## src/rtl/wb_dcache_mem_adapter_pkg.sv

```systemverilog
// Shared definitions for the data-cache to data-memory burst adapter:
// default geometry, derived burst constants and the adapter state encoding.
package wb_dcache_mem_adapter_pkg;

    localparam int DMEM_ADDR_WIDTH   = 32;
    localparam int DCACHE_LINE_WIDTH = 128;
    localparam int DMEM_DATA_WIDTH   = 32;
    localparam int DMEM_BEATS        = DCACHE_LINE_WIDTH / DMEM_DATA_WIDTH;
    localparam int DMEM_OFFSET_BITS  = $clog2(DCACHE_LINE_WIDTH / 8);

    typedef enum logic [1:0] {
        IDLE = 2'd0,
        BEAT = 2'd1,
        DONE = 2'd2
    } type_dmem_adapter_states_e;

    // True when n is a non-zero power of two.
    function automatic logic is_pow2(input int n);
        return (n > 0) && ((n & (n - 1)) == 0);
    endfunction

endpackage

```

## src/rtl/wb_dcache_mem_adapter_if.sv

```systemverilog
// Line-wide cache memory port and word-wide data-memory bus seen by the adapter.
// The cache is master of dcache_mem_if; the adapter is master of dmem_bus_if.
interface dcache_mem_if
    import wb_dcache_mem_adapter_pkg::*;
#(
    parameter int ADDR_WIDTH = DMEM_ADDR_WIDTH,
    parameter int LINE_WIDTH = DCACHE_LINE_WIDTH
);
    logic                  dcache2mem_req;
    logic                  dcache2mem_wr;
    logic [ADDR_WIDTH-1:0] dcache2mem_addr;
    logic [LINE_WIDTH-1:0] dcache2mem_wdata;
    logic                  mem2dcache_ack;
    logic [LINE_WIDTH-1:0] mem2dcache_rdata;

    modport master (
        output dcache2mem_req, dcache2mem_wr, dcache2mem_addr, dcache2mem_wdata,
        input  mem2dcache_ack, mem2dcache_rdata
    );

    modport slave (
        input  dcache2mem_req, dcache2mem_wr, dcache2mem_addr, dcache2mem_wdata,
        output mem2dcache_ack, mem2dcache_rdata
    );
endinterface

interface dmem_bus_if
    import wb_dcache_mem_adapter_pkg::*;
#(
    parameter int ADDR_WIDTH = DMEM_ADDR_WIDTH,
    parameter int DATA_WIDTH = DMEM_DATA_WIDTH
);
    logic                    bus_req;
    logic                    bus_we;
    logic [ADDR_WIDTH-1:0]   bus_addr;
    logic [DATA_WIDTH-1:0]   bus_wdata;
    logic [DATA_WIDTH/8-1:0] bus_sel;
    logic                    bus_ack;
    logic [DATA_WIDTH-1:0]   bus_rdata;

    modport master (
        output bus_req, bus_we, bus_addr, bus_wdata, bus_sel,
        input  bus_ack, bus_rdata
    );

    modport slave (
        input  bus_req, bus_we, bus_addr, bus_wdata, bus_sel,
        output bus_ack, bus_rdata
    );
endinterface

```

## src/rtl/wb_dcache_mem_adapter.sv

```systemverilog
// Turns each cache line refill / write-back into an incrementing burst of
// single-word bus transactions; refill beats are assembled into a line.
module wb_dcache_mem_adapter
    import wb_dcache_mem_adapter_pkg::*;
#(
    parameter int ADDR_WIDTH = DMEM_ADDR_WIDTH,
    parameter int LINE_WIDTH = DCACHE_LINE_WIDTH,
    parameter int DATA_WIDTH = DMEM_DATA_WIDTH
) (
    input  logic        clk_i,
    input  logic        rst_ni,
    dcache_mem_if.slave cache,
    dmem_bus_if.master  bus
);

    localparam int BEATS     = LINE_WIDTH / DATA_WIDTH;
    localparam int BEAT_BITS = $clog2(BEATS);
    localparam int BYTE_BITS = $clog2(DATA_WIDTH / 8);
    localparam int WORD_BITS = $clog2(DATA_WIDTH);
    localparam int OFFSET    = BEAT_BITS + BYTE_BITS;
    localparam int TAG_W     = ADDR_WIDTH - OFFSET;
    localparam int SEL_W     = DATA_WIDTH / 8;
    localparam int IDX_W     = BEAT_BITS + WORD_BITS;
    localparam logic [BEAT_BITS-1:0] LAST_BEAT = BEAT_BITS'(BEATS - 1);

    if (((LINE_WIDTH % DATA_WIDTH) != 0) || !is_pow2(BEATS) || (BEATS < 2)) begin : g_bad_geometry
        $error("wb_dcache_mem_adapter: LINE_WIDTH/DATA_WIDTH must be a power of two >= 2");
    end

    type_dmem_adapter_states_e state_r;
    logic [BEAT_BITS-1:0]      beat_r;
    logic [TAG_W-1:0]          tag_r;
    logic                      wr_r;
    logic [LINE_WIDTH-1:0]     wdata_r;
    logic [LINE_WIDTH-1:0]     rbuf_r;

    logic                      bus_req_r;
    logic                      bus_we_r;
    logic [ADDR_WIDTH-1:0]     bus_addr_r;
    logic [DATA_WIDTH-1:0]     bus_wdata_r;
    logic [SEL_W-1:0]          bus_sel_r;
    logic                      ack_r;

    logic [BEAT_BITS-1:0]      beat_nxt_s;
    logic                      last_beat_s;
    logic [IDX_W-1:0]          rd_idx_s;
    logic [IDX_W-1:0]          wr_idx_s;
    logic                      unused_offset_s;

    // Offset bits of the incoming line address carry no meaning here.
    assign unused_offset_s = ^cache.dcache2mem_addr[OFFSET-1:0];

    // Next-beat index and bit offsets into the line for the current and next beat.
    always_comb begin
        beat_nxt_s  = beat_r + {{(BEAT_BITS-1){1'b0}}, 1'b1};
        last_beat_s = (beat_r == LAST_BEAT);
        rd_idx_s    = {beat_r, {WORD_BITS{1'b0}}};
        wr_idx_s    = {beat_nxt_s, {WORD_BITS{1'b0}}};
    end

    // Burst sequencer: latches the line request, steps beats on bus_ack and
    // drives every bus/cache output from registers.
    always_ff @(posedge clk_i or negedge rst_ni) begin
        if (!rst_ni) begin
            state_r     <= IDLE;
            beat_r      <= {BEAT_BITS{1'b0}};
            tag_r       <= {TAG_W{1'b0}};
            wr_r        <= 1'b0;
            wdata_r     <= {LINE_WIDTH{1'b0}};
            rbuf_r      <= {LINE_WIDTH{1'b0}};
            bus_req_r   <= 1'b0;
            bus_we_r    <= 1'b0;
            bus_addr_r  <= {ADDR_WIDTH{1'b0}};
            bus_wdata_r <= {DATA_WIDTH{1'b0}};
            bus_sel_r   <= {SEL_W{1'b0}};
            ack_r       <= 1'b0;
        end else begin
            case (state_r)
                IDLE: begin
                    ack_r <= 1'b0;
                    if (cache.dcache2mem_req) begin
                        state_r     <= BEAT;
                        beat_r      <= {BEAT_BITS{1'b0}};
                        tag_r       <= cache.dcache2mem_addr[ADDR_WIDTH-1:OFFSET];
                        wr_r        <= cache.dcache2mem_wr;
                        wdata_r     <= cache.dcache2mem_wdata;
                        bus_req_r   <= 1'b1;
                        bus_we_r    <= cache.dcache2mem_wr;
                        bus_addr_r  <= {cache.dcache2mem_addr[ADDR_WIDTH-1:OFFSET], {OFFSET{1'b0}}};
                        bus_wdata_r <= cache.dcache2mem_wdata[DATA_WIDTH-1:0];
                        bus_sel_r   <= {SEL_W{1'b1}};
                    end
                end
                BEAT: begin
                    if (bus.bus_ack) begin
                        if (!wr_r) begin
                            rbuf_r[rd_idx_s +: DATA_WIDTH] <= bus.bus_rdata;
                        end
                        if (last_beat_s) begin
                            state_r     <= DONE;
                            bus_req_r   <= 1'b0;
                            bus_we_r    <= 1'b0;
                            bus_addr_r  <= {ADDR_WIDTH{1'b0}};
                            bus_wdata_r <= {DATA_WIDTH{1'b0}};
                            bus_sel_r   <= {SEL_W{1'b0}};
                            ack_r       <= 1'b1;
                        end else begin
                            beat_r      <= beat_nxt_s;
                            bus_addr_r  <= {tag_r, beat_nxt_s, {BYTE_BITS{1'b0}}};
                            bus_wdata_r <= wdata_r[wr_idx_s +: DATA_WIDTH];
                        end
                    end
                end
                DONE: begin
                    state_r <= IDLE;
                    beat_r  <= {BEAT_BITS{1'b0}};
                    ack_r   <= 1'b0;
                end
                default: begin
                    state_r     <= IDLE;
                    beat_r      <= {BEAT_BITS{1'b0}};
                    bus_req_r   <= 1'b0;
                    bus_we_r    <= 1'b0;
                    bus_addr_r  <= {ADDR_WIDTH{1'b0}};
                    bus_wdata_r <= {DATA_WIDTH{1'b0}};
                    bus_sel_r   <= {SEL_W{1'b0}};
                    ack_r       <= 1'b0;
                end
            endcase
        end
    end

    assign bus.bus_req            = bus_req_r;
    assign bus.bus_we             = bus_we_r;
    assign bus.bus_addr           = bus_addr_r;
    assign bus.bus_wdata          = bus_wdata_r;
    assign bus.bus_sel            = bus_sel_r;
    assign cache.mem2dcache_ack   = ack_r;
    assign cache.mem2dcache_rdata = rbuf_r;

endmodule

```

## src/flat_wrapper.sv

```systemverilog
// flat-port wrapper written by rule: the top's interface ports become plain ports
module wb_dcache_mem_adapter_flat import wb_dcache_mem_adapter_pkg::*;
#(
    parameter int ADDR_WIDTH = DMEM_ADDR_WIDTH,
    parameter int LINE_WIDTH = DCACHE_LINE_WIDTH,
    parameter int DATA_WIDTH = DMEM_DATA_WIDTH
)
  (clk_i, rst_ni, cache_dcache2mem_req, cache_dcache2mem_wr, cache_dcache2mem_addr, cache_dcache2mem_wdata, cache_mem2dcache_ack, cache_mem2dcache_rdata, bus_bus_req, bus_bus_we, bus_bus_addr, bus_bus_wdata, bus_bus_sel, bus_bus_ack, bus_bus_rdata);
  dcache_mem_if #(.ADDR_WIDTH(ADDR_WIDTH), .LINE_WIDTH(LINE_WIDTH)) cache_i ();
  dmem_bus_if #(.ADDR_WIDTH(ADDR_WIDTH), .DATA_WIDTH(DATA_WIDTH)) bus_i ();
  input  logic clk_i;
  input  logic rst_ni;
  input wire logic [$bits(cache_i.dcache2mem_req)-1:0] cache_dcache2mem_req;
  input wire logic [$bits(cache_i.dcache2mem_wr)-1:0] cache_dcache2mem_wr;
  input wire logic [$bits(cache_i.dcache2mem_addr)-1:0] cache_dcache2mem_addr;
  input wire logic [$bits(cache_i.dcache2mem_wdata)-1:0] cache_dcache2mem_wdata;
  output wire logic [$bits(cache_i.mem2dcache_ack)-1:0] cache_mem2dcache_ack;
  output wire logic [$bits(cache_i.mem2dcache_rdata)-1:0] cache_mem2dcache_rdata;
  output wire logic [$bits(bus_i.bus_req)-1:0] bus_bus_req;
  output wire logic [$bits(bus_i.bus_we)-1:0] bus_bus_we;
  output wire logic [$bits(bus_i.bus_addr)-1:0] bus_bus_addr;
  output wire logic [$bits(bus_i.bus_wdata)-1:0] bus_bus_wdata;
  output wire logic [$bits(bus_i.bus_sel)-1:0] bus_bus_sel;
  input wire logic [$bits(bus_i.bus_ack)-1:0] bus_bus_ack;
  input wire logic [$bits(bus_i.bus_rdata)-1:0] bus_bus_rdata;
  assign cache_i.dcache2mem_req = cache_dcache2mem_req;
  assign cache_i.dcache2mem_wr = cache_dcache2mem_wr;
  assign cache_i.dcache2mem_addr = cache_dcache2mem_addr;
  assign cache_i.dcache2mem_wdata = cache_dcache2mem_wdata;
  assign cache_mem2dcache_ack = cache_i.mem2dcache_ack;
  assign cache_mem2dcache_rdata = cache_i.mem2dcache_rdata;
  assign bus_bus_req = bus_i.bus_req;
  assign bus_bus_we = bus_i.bus_we;
  assign bus_bus_addr = bus_i.bus_addr;
  assign bus_bus_wdata = bus_i.bus_wdata;
  assign bus_bus_sel = bus_i.bus_sel;
  assign bus_i.bus_ack = bus_bus_ack;
  assign bus_i.bus_rdata = bus_bus_rdata;
  wb_dcache_mem_adapter #(.ADDR_WIDTH(ADDR_WIDTH), .LINE_WIDTH(LINE_WIDTH), .DATA_WIDTH(DATA_WIDTH)) u_core (.clk_i(clk_i), .rst_ni(rst_ni), .cache(cache_i), .bus(bus_i));
endmodule
```

## config.mk

```make
export PLATFORM = sky130hd
export DESIGN_NAME = wb_dcache_mem_adapter_flat
export DESIGN_NICKNAME = d
export VERILOG_FILES = /design/src/rtl/wb_dcache_mem_adapter_pkg.sv /design/src/rtl/wb_dcache_mem_adapter_if.sv /design/src/rtl/wb_dcache_mem_adapter.sv /design/src/flat_wrapper.sv
export SDC_FILE = /design/constraint.sdc
export NUM_CORES = 1
export LEC_CHECK = 0
export CAP_MARGIN = 10
export CELL_PAD_IN_SITES_DETAIL_PLACEMENT = 0
export CELL_PAD_IN_SITES_GLOBAL_PLACEMENT = 2
export CORE_ASPECT_RATIO = 1.2
export CORE_UTILIZATION = 35
export DETAILED_ROUTE_END_ITERATION = 8
export PLACE_DENSITY_LB_ADDON = 0.12
export SYNTH_ARGS = -nofsm -noshare
export SYNTH_HDL_FRONTEND = slang
export SYNTH_SLANG_ARGS = --single-unit
```

## constraint.sdc

```tcl
create_clock -name clk_i -period 6.65 [get_ports clk_i]
set_input_delay 0.665 -clock clk_i [delete_from_list [all_inputs] [get_ports clk_i]]
set_output_delay 0.665 -clock clk_i [all_outputs]
set_load 0.05 [all_outputs]
```

Yosys cells after proc, flatten, opt, wreduce, memory -nomap -nowiden

Index checks and enable logic that the tools add are counted.

Register bits: 360
Logic and storage cells: 64
Output and inout bits: 199
Bits of input ports: 197

Reductions and logical operators: 8
Shift-type cells: 3
Add/sub/neg operators: 2
Mux-type cells: 30
Equal/unequal tests: 7
Bitwise operators: 2

Operators by type and width:

| kind                                                                      | count |
|---|---|
| 32-bit two-way mux                                                        | 6 |
| 32-bit case mux with 3 select lines                                       | 2 |
| 128-bit bitwise mux                                                       | 1 |
| 32-bit by 9-bit variable shift with 128-bit output (first input constant) | 1 |
| 128-bit by 8-bit indexed part select with 32-bit output                   | 1 |
| 32-bit by 9-bit indexed part select with 128-bit output                   | 1 |
| 2-bit two-way mux                                                         | 6 |
| 4-bit two-way mux                                                         | 3 |
| 4-bit case mux with 3 select lines                                        | 1 |
| 3-bit AND reduction                                                       | 4 |
| 7-bit negator with 9-bit output                                           | 1 |
| 2-bit case mux with 2 select lines                                        | 2 |
| 1-bit two-way mux                                                         | 7 |
| 2-bit != test (second input constant)                                     | 3 |
| 1-bit case mux with 3 select lines                                        | 2 |
| 2-bit == test (second input constant)                                     | 2 |
| 2-bit AND reduction                                                       | 2 |
| 4-bit AND reduction                                                       | 1 |
| 2-bit by 1-bit adder with 2-bit output (second input constant)            | 1 |
| 2-bit by 1-bit == test with 1-bit output (second input constant)          | 1 |
| 2-bit logical NOT                                                         | 1 |
| 2-bit by 1-bit != test with 1-bit output (second input constant)          | 1 |
| 1-bit inverter                                                            | 2 |

Depth between registers and ports, before layout

Gate-level depths: netlist of run 1.

Depth in word-level cells: 5
Depth in mapped cells: 10
Mapped depth without buffers: 5

Worst setup path before layout of run 1

No wires, ideal clock.

Kind: register -> register
Start: reg u_core.beat_r[0]
End: reg u_core.bus_wdata_r[13], in the netlist u_core.bus.bus_wdata[13]
Buffers on the path: 4
Arrival time: 2.299 ns
Stages on the path, launching flop included: 9
Path slack: 4.225 ns
Period minus slack after synthesis: 2.425 ns
Cells stage by stage: dfrtp_1 > buf_6 > buf_6 > inv_1 > ha_1 > buf_2 > clkbuf_1 > mux4_2 > a221o_1

Longest elaborated chain between the ends: 5
Elaborated cells between the ends (all ways): 6
Those cells by class: 1 x add/sub; 1 x eq/ne; 1 x shift; 3 x mux

Ends and longest elaborated chain:

| item                                                    | RTL line                     | source |
|---|---|---|
| start: declaration                                      | wb_dcache_mem_adapter.sv:31  | `logic [BEAT_BITS-1:0] beat_r;` |
| start signal: assignment                                | wb_dcache_mem_adapter.sv:66  | `beat_r <= {BEAT_BITS{1'b0}};` |
| start signal: assignment                                | wb_dcache_mem_adapter.sv:83  | `beat_r <= {BEAT_BITS{1'b0}};` |
| start signal: assignment                                | wb_dcache_mem_adapter.sv:108 | `beat_r <= beat_nxt_s;` |
| 2-bit by 1-bit adder with 2-bit output                  | wb_dcache_mem_adapter.sv:55  | `beat_nxt_s = beat_r + {{(BEAT_BITS-1){1'b0}}, 1'b1};` |
| 128-bit by 8-bit indexed part select with 32-bit output | wb_dcache_mem_adapter.sv:110 | `bus_wdata_r <= wdata_r[wr_idx_s +: DATA_WIDTH];` |
| 32-bit two-way mux (*)                                  | wb_dcache_mem_adapter.sv:99  | `if (last_beat_s) begin` |
| 32-bit two-way mux (*)                                  | wb_dcache_mem_adapter.sv:95  | `if (bus.bus_ack) begin` |
| 32-bit case mux with 3 select lines (*)                 | wb_dcache_mem_adapter.sv:78  | `case (state_r)` |
| end signal: assignment                                  | wb_dcache_mem_adapter.sv:74  | `bus_wdata_r <= {DATA_WIDTH{1'b0}};` |
| end signal: assignment                                  | wb_dcache_mem_adapter.sv:104 | `bus_wdata_r <= {DATA_WIDTH{1'b0}};` |
| end signal: assignment                                  | wb_dcache_mem_adapter.sv:110 |  |
| end: declaration                                        | wb_dcache_mem_adapter.sv:40  | `logic [DATA_WIDTH-1:0] bus_wdata_r;` |

Mark *: on every way between the ends. The rest lies on a longest branch, timed or not. The select of a mux whose other input is x is not followed.
A chain may end at the register's enable or synchronous reset.

Worst setup path in the final report of run 1

Start: reg u_core.beat_r[0]
End: reg u_core.bus_wdata_r[2], in the netlist u_core.bus.bus_wdata[2]

Same word-level chain as after synthesis.

==> impl_metrics.tcl, run 1 <==
set metrics [dict create \
    outcome "finished, final reports clean" \
    clkTransAtPathRegs_ns 0.06 \
    worst_pin_slew_ns 1.167 \
    die_x_um 191.7 \
    via_per_inst 5.019 \
    clockBufferDepth 3 \
    drv_cap 0 \
    routed_wl_mm 43.05 \
    setup-tns-final_ns 0 \
    cts_tree "yes" \
    start_kind "flop" \
    skew_ns 0.02121 \
    root_buffer "clkbuf_16" \
    drive_gt1_share_pct 18.43 \
    synth_area_sq_mm 0.01511 \
    max_freq_mhz 319.9 \
    fin_util_pct 48.62 \
    grt_pass1_wl_mm 66.67 \
    overflow 0 \
    r2r-start "u_core.beat_r[0]" \
    synthCells 1142 \
    setup-violations-final 0 \
    synth_cell_types 42 \
    r2r_slack_ns 3.52 \
    critical_path.max_fanout 41 \
    slew-limit-headroom_pct 22.17 \
    drtIter0Drc 504 \
    r2r_cells 6 \
    wl_per_cell_um 20.65 \
    required_ns 7.09 \
    die_area_sq_mm 0.04400 \
    area_growth_pct 37.37 \
    avgSynthCellArea_sq_um 13.23 \
    hp-class "primary input to asynchronous set/reset pin" \
    rr_endpoint "u_core.bus.bus_wdata[2]" \
    fin_nets 1703 \
    synth-seq-cells 354 \
    seqCellArea_sq_mm 0.008860 \
    insertion_delay_ns 0.57 \
    multi_input_area_sq_mm 0.005463 \
    p_per_area_mw_per_mm2 535.7 \
    leakage_nw 8.568 \
    seq_area_frac_synth_pct 58.63 \
    antenna_found_initial 6 \
    cp_data_arrival_time_ns 3.56 \
    numCtsBuffers 40 \
    gr-usage-all-layers_pct 19.74 \
    finalCriticalPeriod_ns 3.126 \
    ys_top_cells_by_area "dfrtp_1 (59%), mux2_2 (12%), mux4_2 (4.2%)" \
    final_cells 2085 \
    dr.pass1.iters 6 \
    rows 83 \
    io_pins 396 \
    coreArea_sq_mm 0.04268 \
    routed-via-count 10470 \
    nFillCells 3928 \
    rsz0062_at_grt "no" \
    routabilityCongestion 0.7608 \
    dpl.hpwl_mm 27.93 \
    grt_max_degree 191 \
    fin_crit_sh_pct 47.00 \
    hold_violations 0 \
    start_util_pct 35.40 \
    maxSlewViolCount 0 \
    critPathKind "flop to flop" \
    yosysTopAreaCellShare_pct 58.63 \
    cts_sinks 354 \
    port-buffer-count 389 \
    grt_pass1_vias 11110 \
    final_antenna_net_count 0 \
    yosys.area.top_type "dfrtp_1" \
    ys_warn_count 0 \
    cts.repair.resized 0 \
    dieHeight_um 229.6 \
    postCtsSetupBuffers 0 \
    layout_setup_ws_ns 3.525 \
    h-tree-depth 2 \
    cp-end-kind "flop" \
    placed_cells 2011 \
    peakVddDrop_uv 280.3 \
    place_ws_ns 3.368 \
    route.detailed.drc 0 \
    hold_buffers 0 \
]
## Yosys cell counts
library cell,number
dfrtp_1,354
mux2_2,157
inv_1,90
nand4_1,57
o21ai_0,51
buf_2,44
a22o_1,40
nand2_1,36
and2_1,35
a21oi_1,32
a221o_1,32
clkbuf_1,32
mux2i_1,32
nor2b_1,30
o2bb2ai_1,29
mux4_2,28
buf_4,8
buf_6,7
ha_1,5
o21ai_1,5
buf_1,4
mux4_1,4
nand3_1,4
a21o_1,3
and4b_1,2
nand2b_1,2
nor2_1,2
nor3b_2,2
nor4b_4,2
a21bo_2,1
and3b_1,1
and4bb_1,1
and4bb_2,1
conb_1,1
nand2_2,1
nand3b_1,1
nor3_1,1
nor4bb_1,1
o221ai_1,1
o22ai_2,1
or2_2,1
or3b_2,1
## worst max-delay path, cell delays in order, from the launching register on
cell,delay (ns)
dfrtp_2,0.34
buf_4,0.63
inv_1,0.28
ha_2,0.48
buf_4,0.51
mux4_1,0.40
a221o_1,0.33
## metal layers
layer	vias up	wire (um)	global-route usage, %
li1	4809	-	-
met1	5259	18120	25.21
met2	319	20160	31.25
met3	72	3623	6.160
met4	6	1114	7.143
met5	-	38	0
## state kept, by name, summed over array words and instances (netlist names)
register	count
u_core.cache.mem2dcache_rdata	128
u_core.wdata_r	128
u_core.bus.bus_wdata	32
u_core.bus.bus_addr	30
u_core.tag_r	28
u_core.beat_r	2
u_core.state_r	2
u_core.bus.bus_sel	1
u_core.bus.bus_we	1
u_core.cache.mem2dcache_ack	1
u_core.wr_r	1
## cell families (layout without fill, tap and decap cells)
family	count (synthesis)	count (layout)	share of synthesized area [%]
DFF	354	354	58.63
muxes	221	221	18.69
AOI/OAI and AO/OA	195	195	9.391
buffers and inverters	185	572	5.507
and+or+nand+nor	181	181	7.338
adders and majority gates	5	5	0.4141
other	1	5	0.02482
## cell usage in the layout, fill, tap and decap left out, types with 2 or more instances in the layout
master	Yosys	layout
a21o_1	3	3
a21oi_1	32	32
a221o_1	32	32
a22o_1	40	40
and2_1	35	35
and4b_1	2	2
and4bb_2	1	2
buf_12	0	2
buf_4	8	20
bufinv_16	0	2
clkbuf_1	32	13
clkbuf_16	0	42
clkbuf_8	0	7
clkdlybuf4s50_1	0	388
clkinv_2	0	5
conb_1	1	2
dfrtp_1	354	353
diode_2	0	3
ha_1	5	4
inv_1	90	90
mux2_2	157	157
mux2i_1	32	32
mux4_1	4	4
mux4_2	28	28
nand2_1	36	36
nand2b_1	2	2
nand3_1	4	4
nand4_1	57	57
nor2_1	2	2
nor2b_1	30	29
nor3b_4	0	2
nor4b_4	2	2
o21ai_0	51	51
o21ai_1	5	5
o2bb2ai_1	29	29
## power breakdown
group          internal, mW  total [mW]  leakage [nW]  switching, mW
Combinational          2.13        5.29          3.51           3.16
Sequential             3.11        3.61          4.42          0.495
Clock                  1.32        2.23         0.643          0.910
## worst max path at each step
stage | from | endpoint | cells after the start
2_1_floorplan | u_core.beat_r[0] | u_core.bus.bus_wdata[13] | 8
3_3_place_gp | u_core.beat_r[0] | u_core.bus.bus_wdata[13] | 6
3_5_place_dp | u_core.beat_r[0] | u_core.bus.bus_wdata[2] | 6
4_1_cts | u_core.beat_r[0] | u_core.bus.bus_wdata[20] | 6
5_1_grt | u_core.beat_r[0] | u_core.cache.mem2dcache_rdata[23] | 7
6_report | u_core.beat_r[0] | u_core.bus.bus_wdata[2] | 6
## area by class of cell
type	count	share of cell area (%)
Inverter	90	1.628
Clock inverter	9	0.5305
Clock buffer	62	5.764
Sequential cell	354	42.69
Timing Repair Buffer	411	19.70
Multi-Input combinational cell	604	26.32
Tap cell	552	3.328
Antenna cell	3	0.03617
## per-stage QoR
| step | cell area, sq um | power [mW] | hold slack [ns] |
|---|---|---|---|
| detailed placement | 19440 | 9.011 | 0.4686 |
| global route | 20750 | 11.71 | 0.1130 |
| CTS | 20750 | 11.28 | 0.09423 |
| global placement | 19440 | 8.931 | 0.4649 |
| finish | 20750 | 11.12 | 0.05395 |
| floorplan | 15110 | 7.223 | 0.3694 |
No activity file was read; power rests on OpenSTA's default activity.
==> run 2: changes to the inputs <==
--- a/config.mk
+++ b/config.mk
@@ -9,7 +9,7 @@
 export CELL_PAD_IN_SITES_DETAIL_PLACEMENT = 0
 export CELL_PAD_IN_SITES_GLOBAL_PLACEMENT = 2
 export CORE_ASPECT_RATIO = 1.2
-export CORE_UTILIZATION = 35
+export CORE_UTILIZATION = 32
 export DETAILED_ROUTE_END_ITERATION = 8
 export PLACE_DENSITY_LB_ADDON = 0.12
 export SYNTH_ARGS = -nofsm -noshare
==> constraint.sdc (replaced) <==
create_clock -name clk_i -period 2.9 [get_ports clk_i]
set_input_delay 0.29 -clock clk_i [delete_from_list [all_inputs] [get_ports clk_i]]
set_output_delay 0.29 -clock clk_i [all_outputs]
set_load 0.05 [all_outputs]
==> run 2 against run 1 <==
Wire length increased by 3.2%; clock skew down 0.013 ns; sequential share of layout area shrank 0.89 points; critical path type unchanged; largest power group unchanged.
==> impl_metrics.tcl, run 2 (same netlist as run 1, synthesis figures left out) <==
set metrics [dict create \
    outcome "finished, final reports clean" \
    worst_pin_slew_ns 0.8237 \
    grt_pass1_vias 11190 \
    critPathBufInv 0 \
    layout_setup_ws_ns 0.7458 \
    antenna_found_initial 9 \
    final_antenna_net_count 0 \
    final_cell_mix "clkdlybuf4s50_1 (388), dfrtp_1 (353), mux2_2 (157)" \
    r2r_slack_ns 0.75 \
    path_cells "and4bb_2 -> nand2_1 -> a22o_1" \
    cp_data_arrival_time_ns 2.58 \
    dr.pass1.iters 5 \
    met3_wirelength_mm 3.253 \
    mostFrequentLayoutCell "clkdlybuf4s50_1" \
    insertion_delay_ns 0.56 \
    switching_share_pct 40.56 \
    p_sw_mw 10.54 \
    start_kind "flop" \
    cts_tree "yes" \
    slew-limit-headroom_pct 45.09 \
    routed-via-count 10550 \
    dieHeight_um 240.0 \
    grt_pass1_wl_mm 69.14 \
    die_x_um 200.4 \
    slowest_delay_ns 0.76 \
    h-tree-depth 2 \
    r2r-start "u_core.state_r[1]" \
    cp_slowest_cell "and4bb_2" \
    power_frac_comb_pct 47.4 \
    maxSlewViolCount 0 \
    clockBufferDepth 3 \
    fin_crit_sh_pct 74.28 \
    critPathKind "flop to flop" \
    overflow 0 \
    routed_wl_mm 44.44 \
    port-buffer-count 389 \
    critical_path.max_fanout 23 \
    skew_ns 0.008345 \
    p_total_mw 25.98 \
    gr-usage-all-layers_pct 18.67 \
    rsz0062_at_grt "no" \
    cts_sinks 354 \
    max_freq_mhz 464.2 \
    hp-class "primary input to asynchronous set/reset pin" \
    nFillCells 4269 \
    io_pins 396 \
    wl_per_cell_um 20.48 \
    postCtsSetupBuffers 0 \
    grt_max_degree 72 \
    route.detailed.drc 0 \
    top_layer "met5" \
    die_area_sq_mm 0.04809 \
    place_ws_ns 0.6263 \
    setup-tns-final_ns 0 \
    hold_violations 0 \
    cp-end-kind "flop" \
    rows 86 \
    clkTransAtPathRegs_ns 0.06 \
    wl_met2_mm 20.83 \
    startpoint "u_core.state_r[1]" \
    drive_gt1_share_pct 19.65 \
    p_per_area_mw_per_mm2 1225 \
    dpl.hpwl_mm 29.66 \
    wl_met1_mm 19.23 \
    numCtsBuffers 42 \
    via_per_inst 4.860 \
    start_util_pct 32.65 \
    finalCriticalPeriod_ns 2.154 \
    root_buffer "clkbuf_16" \
    p_clk_share_pct 20.6 \
    cts.repair.resized 0 \
    fin_util_pct 45.81 \
    coreArea_sq_mm 0.04627 \
    crit_family "simple AND/OR/NAND/NOR gates" \
    p_int_mw 15.44 \
    drv_cap 0 \
    leakage_nw 8.737 \
    peakVddDrop_uv 538.1 \
    setup-violations-final 0 \
    area_growth_pct 40.30 \
    seq_power_share_pct 31.9 \
    fin_nets 1722 \
    required_ns 3.33 \
    drtIter0Drc 429 \
    routabilityCongestion 0.7579 \
]
==> run 2: final timing paths <==
path | to | depth (start not counted)
worst min register to register | u_core.bus.bus_addr[3] | 1
worst min-delay path | u_core.cache.mem2dcache_rdata[11] | 2
max in group asynchronous | u_core.cache.mem2dcache_rdata[119] | 3
worst max register to register | u_core.cache.mem2dcache_rdata[119] | 3
worst max-delay path | u_core.cache.mem2dcache_rdata[119] | 3
min in group clk_i | u_core.wdata_r[109] | 2
==> run 2: area by class of cell <==
class	instances	area (sq um)	area share, %
Clock buffer	69	1314	6.198
Inverter	90	337.8	1.594
Multi-Input combinational cell	604	5460	25.76
Tap cell	616	770.7	3.636
Clock inverter	7	92.59	0.4368
Timing Repair Buffer	428	4357	20.55
Sequential cell	354	8860	41.80
Antenna cell	2	5.005	0.02361
==> run 2: timing repair <==
item	4_1_cts	5_1_grt
endpoints found under the hold margin	64	0
hold buffers	1	0
endpoints found under the setup margin	0	0
==> run 2: power by group through the flow <==
| stage | combinational [mW] | sequential [mW] | clock [mW] |
|---|---|---|---|
| after global placement | 12.4 | 8.34 | 0 |
| after floorplan | 4.89 | 11.7 | 0 |
| after CTS | 12.5 | 8.33 | 5.56 |
| after global routing | 13.1 | 8.60 | 5.76 |
| final | 12.3 | 8.30 | 5.36 |
| after detailed placement | 12.5 | 8.39 | 0 |
==> run 2: layer usage <==
| metal | global-route usage, % | vias to the layer above |
|---|---|---|
| met5 | 0 | - |
| met4 | 5.575 | 14 |
| met3 | 6.452 | 68 |
| met2 | 29.70 | 310 |
| met1 | 23.95 | 5300 |
| li1 | - | 4854 |
==> run 2: metrics by stage <==
| step | cells | hold slack [ns] | area (sq um) |
|---|---|---|---|
| finish | 2170 | 0.2868 | 21200 |
| global route | 2170 | 0.3061 | 21200 |
| CTS | 2168 | 0.3013 | 21190 |
| detailed placement | 2091 | 0.3128 | 19780 |
| global placement | 2091 | 0.3136 | 19780 |
| floorplan | 1143 | -0.005591 | 15110 |
==> run 3: changes to the inputs <==
==> constraint.sdc (replaced) <==
create_clock -name clk_i -period 2.2 [get_ports clk_i]
set_input_delay 0.22 -clock clk_i [delete_from_list [all_inputs] [get_ports clk_i]]
set_output_delay 0.22 -clock clk_i [all_outputs]
set_load 0.05 [all_outputs]
==> run 3 against run 2 <==
Cell count is 1.3% higher; via count is 1.3% higher; total power is 32% higher; first-iteration DRC count is 7.0% higher; design area is 1.2% higher; sequential share of layout area is 0.51 points lower; clock skew is 0.0087 ns higher; register-to-register slack worse by 0.56 ns; combinational power is 35% higher; critical path depth is 2 lower; sequential power is 33% higher; critical endpoint is now bus_bus_sel[2].
==> impl_metrics.tcl, run 3 (same netlist as run 1, synthesis figures left out) <==
set metrics [dict create \
    clkTransAtPathRegs_ns 0.06 \
    leakage_nw 8.893 \
    fin_crit_sh_pct 94.64 \
    critPathBufInv 1 \
    setup-tns-final_ns 0 \
    numCtsBuffers 40 \
    crit_family "buffers and inverters" \
    fin_nets 1750 \
    r2r_cells 6 \
    design_area_sq_mm 0.02146 \
    slew-limit-headroom_pct 58.53 \
    antenna_found_initial 5 \
    whs_ns 0.2080 \
    grt_pass1_wl_mm 69.73 \
    top_layer "met5" \
    startpoint "u_core.bus.bus_sel[2]" \
    area_growth_pct 42.03 \
    final_antenna_net_count 0 \
    drive_gt1_share_pct 21.23 \
    cp_slowest_cell "clkdlybuf4s50_1" \
    required_ns 1.98 \
    start_kind "flop" \
    route.detailed.drc 0 \
    drtIter0Drc 459 \
    outcome "finished, final reports clean" \
    final_cells 2198 \
    h-tree-depth 2 \
    hold_violations 0 \
    hp-class "primary input to asynchronous set/reset pin" \
    via_per_inst 4.860 \
    placed_cell_area_sq_mm 0.02011 \
    wl_per_cell_um 20.49 \
    routed-via-count 10680 \
    port-buffer-count 389 \
    root_buffer "clkbuf_16" \
    grt_max_degree 63 \
    met3_wirelength_mm 3.457 \
    start_util_pct 32.65 \
    rows 86 \
    cp_data_arrival_time_ns 1.86 \
    cp-end-kind "output port" \
    worst_pin_slew_ns 0.6201 \
    dr.pass1.iters 5 \
    final_cell_mix "clkdlybuf4s50_1 (388), dfrtp_1 (353), mux2_2 (157)" \
    clockBufferDepth 3 \
    cts_tree "yes" \
    wl_met1_mm 18.94 \
    die_x_um 200.4 \
    path_cells "clkdlybuf4s50_1" \
    r2r-start "u_core.beat_r[0]" \
    dieHeight_um 240.0 \
    setup-violations-final 0 \
    postCtsSetupBuffers 0 \
    grt_pass1_vias 11420 \
    peakVddDrop_uv 686.8 \
    die_area_sq_mm 0.04809 \
    finalCriticalPeriod_ns 2.082 \
    max_freq_mhz 480.3 \
    skew_ns 0.01704 \
    gr-usage-all-layers_pct 18.89 \
    fin_util_pct 46.38 \
    critical_path.max_fanout 6 \
    rsz0062_at_grt "no" \
    routabilityCongestion 0.7636 \
    drv_cap 0 \
    cts_sinks 354 \
    coreArea_sq_mm 0.04627 \
    wl_met2_mm 21.53 \
    maxSlewViolCount 0 \
    overflow 0 \
    placed_cells 2121 \
    mostFrequentLayoutCell "clkdlybuf4s50_1" \
    crit_cells 1 \
    critPathKind "flop to output port" \
    p_per_area_mw_per_mm2 1598 \
    dpl.hpwl_mm 31.52 \
    insertion_delay_ns 0.55 \
    routed_wl_mm 45.04 \
    io_pins 396 \
    slowest_delay_ns 0.85 \
]
run 3: metrics by stage:
stage                     total power [mW]  worst slack [ns]
after floorplan                      21.88          0.004381
after global placement               27.63            0.1495
after detailed placement             27.89            0.1257
after CTS                            34.78           0.07642
after global routing                 36.16           0.05328
final                                34.30            0.1180
run 3: final cells by class:
type,instances,area [sq um]
fillers,4320,24810
well taps,616,770.7
diodes,4,10.01
repair buffers,458,4695
flip-flops and latches,354,8860
clock buffers,60,1207
inverters,90,337.8
multi-input cells,604,5460
clock inverters,12,117.6
run 3: metal layers:
metal | GRT usage, % | vias to the layer above
met1 | 23.81 | 5390
met3 | 5.909 | 63
met2 | 30.51 | 320
li1 | - | 4906
met4 | 6.801 | 4
met5 | 0 | -
run 3: power by group:
group / total (mW) / switching, mW / internal [mW]
sequential: 11.0 / 1.56 / 9.41
clock: 6.76 / 2.73 / 4.03
combinational: 16.6 / 9.68 / 6.89
run 3: repair_timing:
action | 4_1_cts | 5_1_grt
hold buffers | 1 | 0
setup endpoints to repair | 0 | 0
hold endpoints to repair | 58 | 0
gates resized for setup | 0 | 0
run 3: worst paths after layout:
path,end,slack [ns]
min reg2reg,u_core.bus.bus_addr[3],0.48
max in group asynchronous,u_core.wdata_r[37],1.18
max reg2reg,u_core.cache.mem2dcache_rdata[25],0.19
min,u_core.cache.mem2dcache_rdata[108],0.21
min in group clk_i,u_core.wdata_r[90],0.28
max,bus_bus_sel[2],0.12
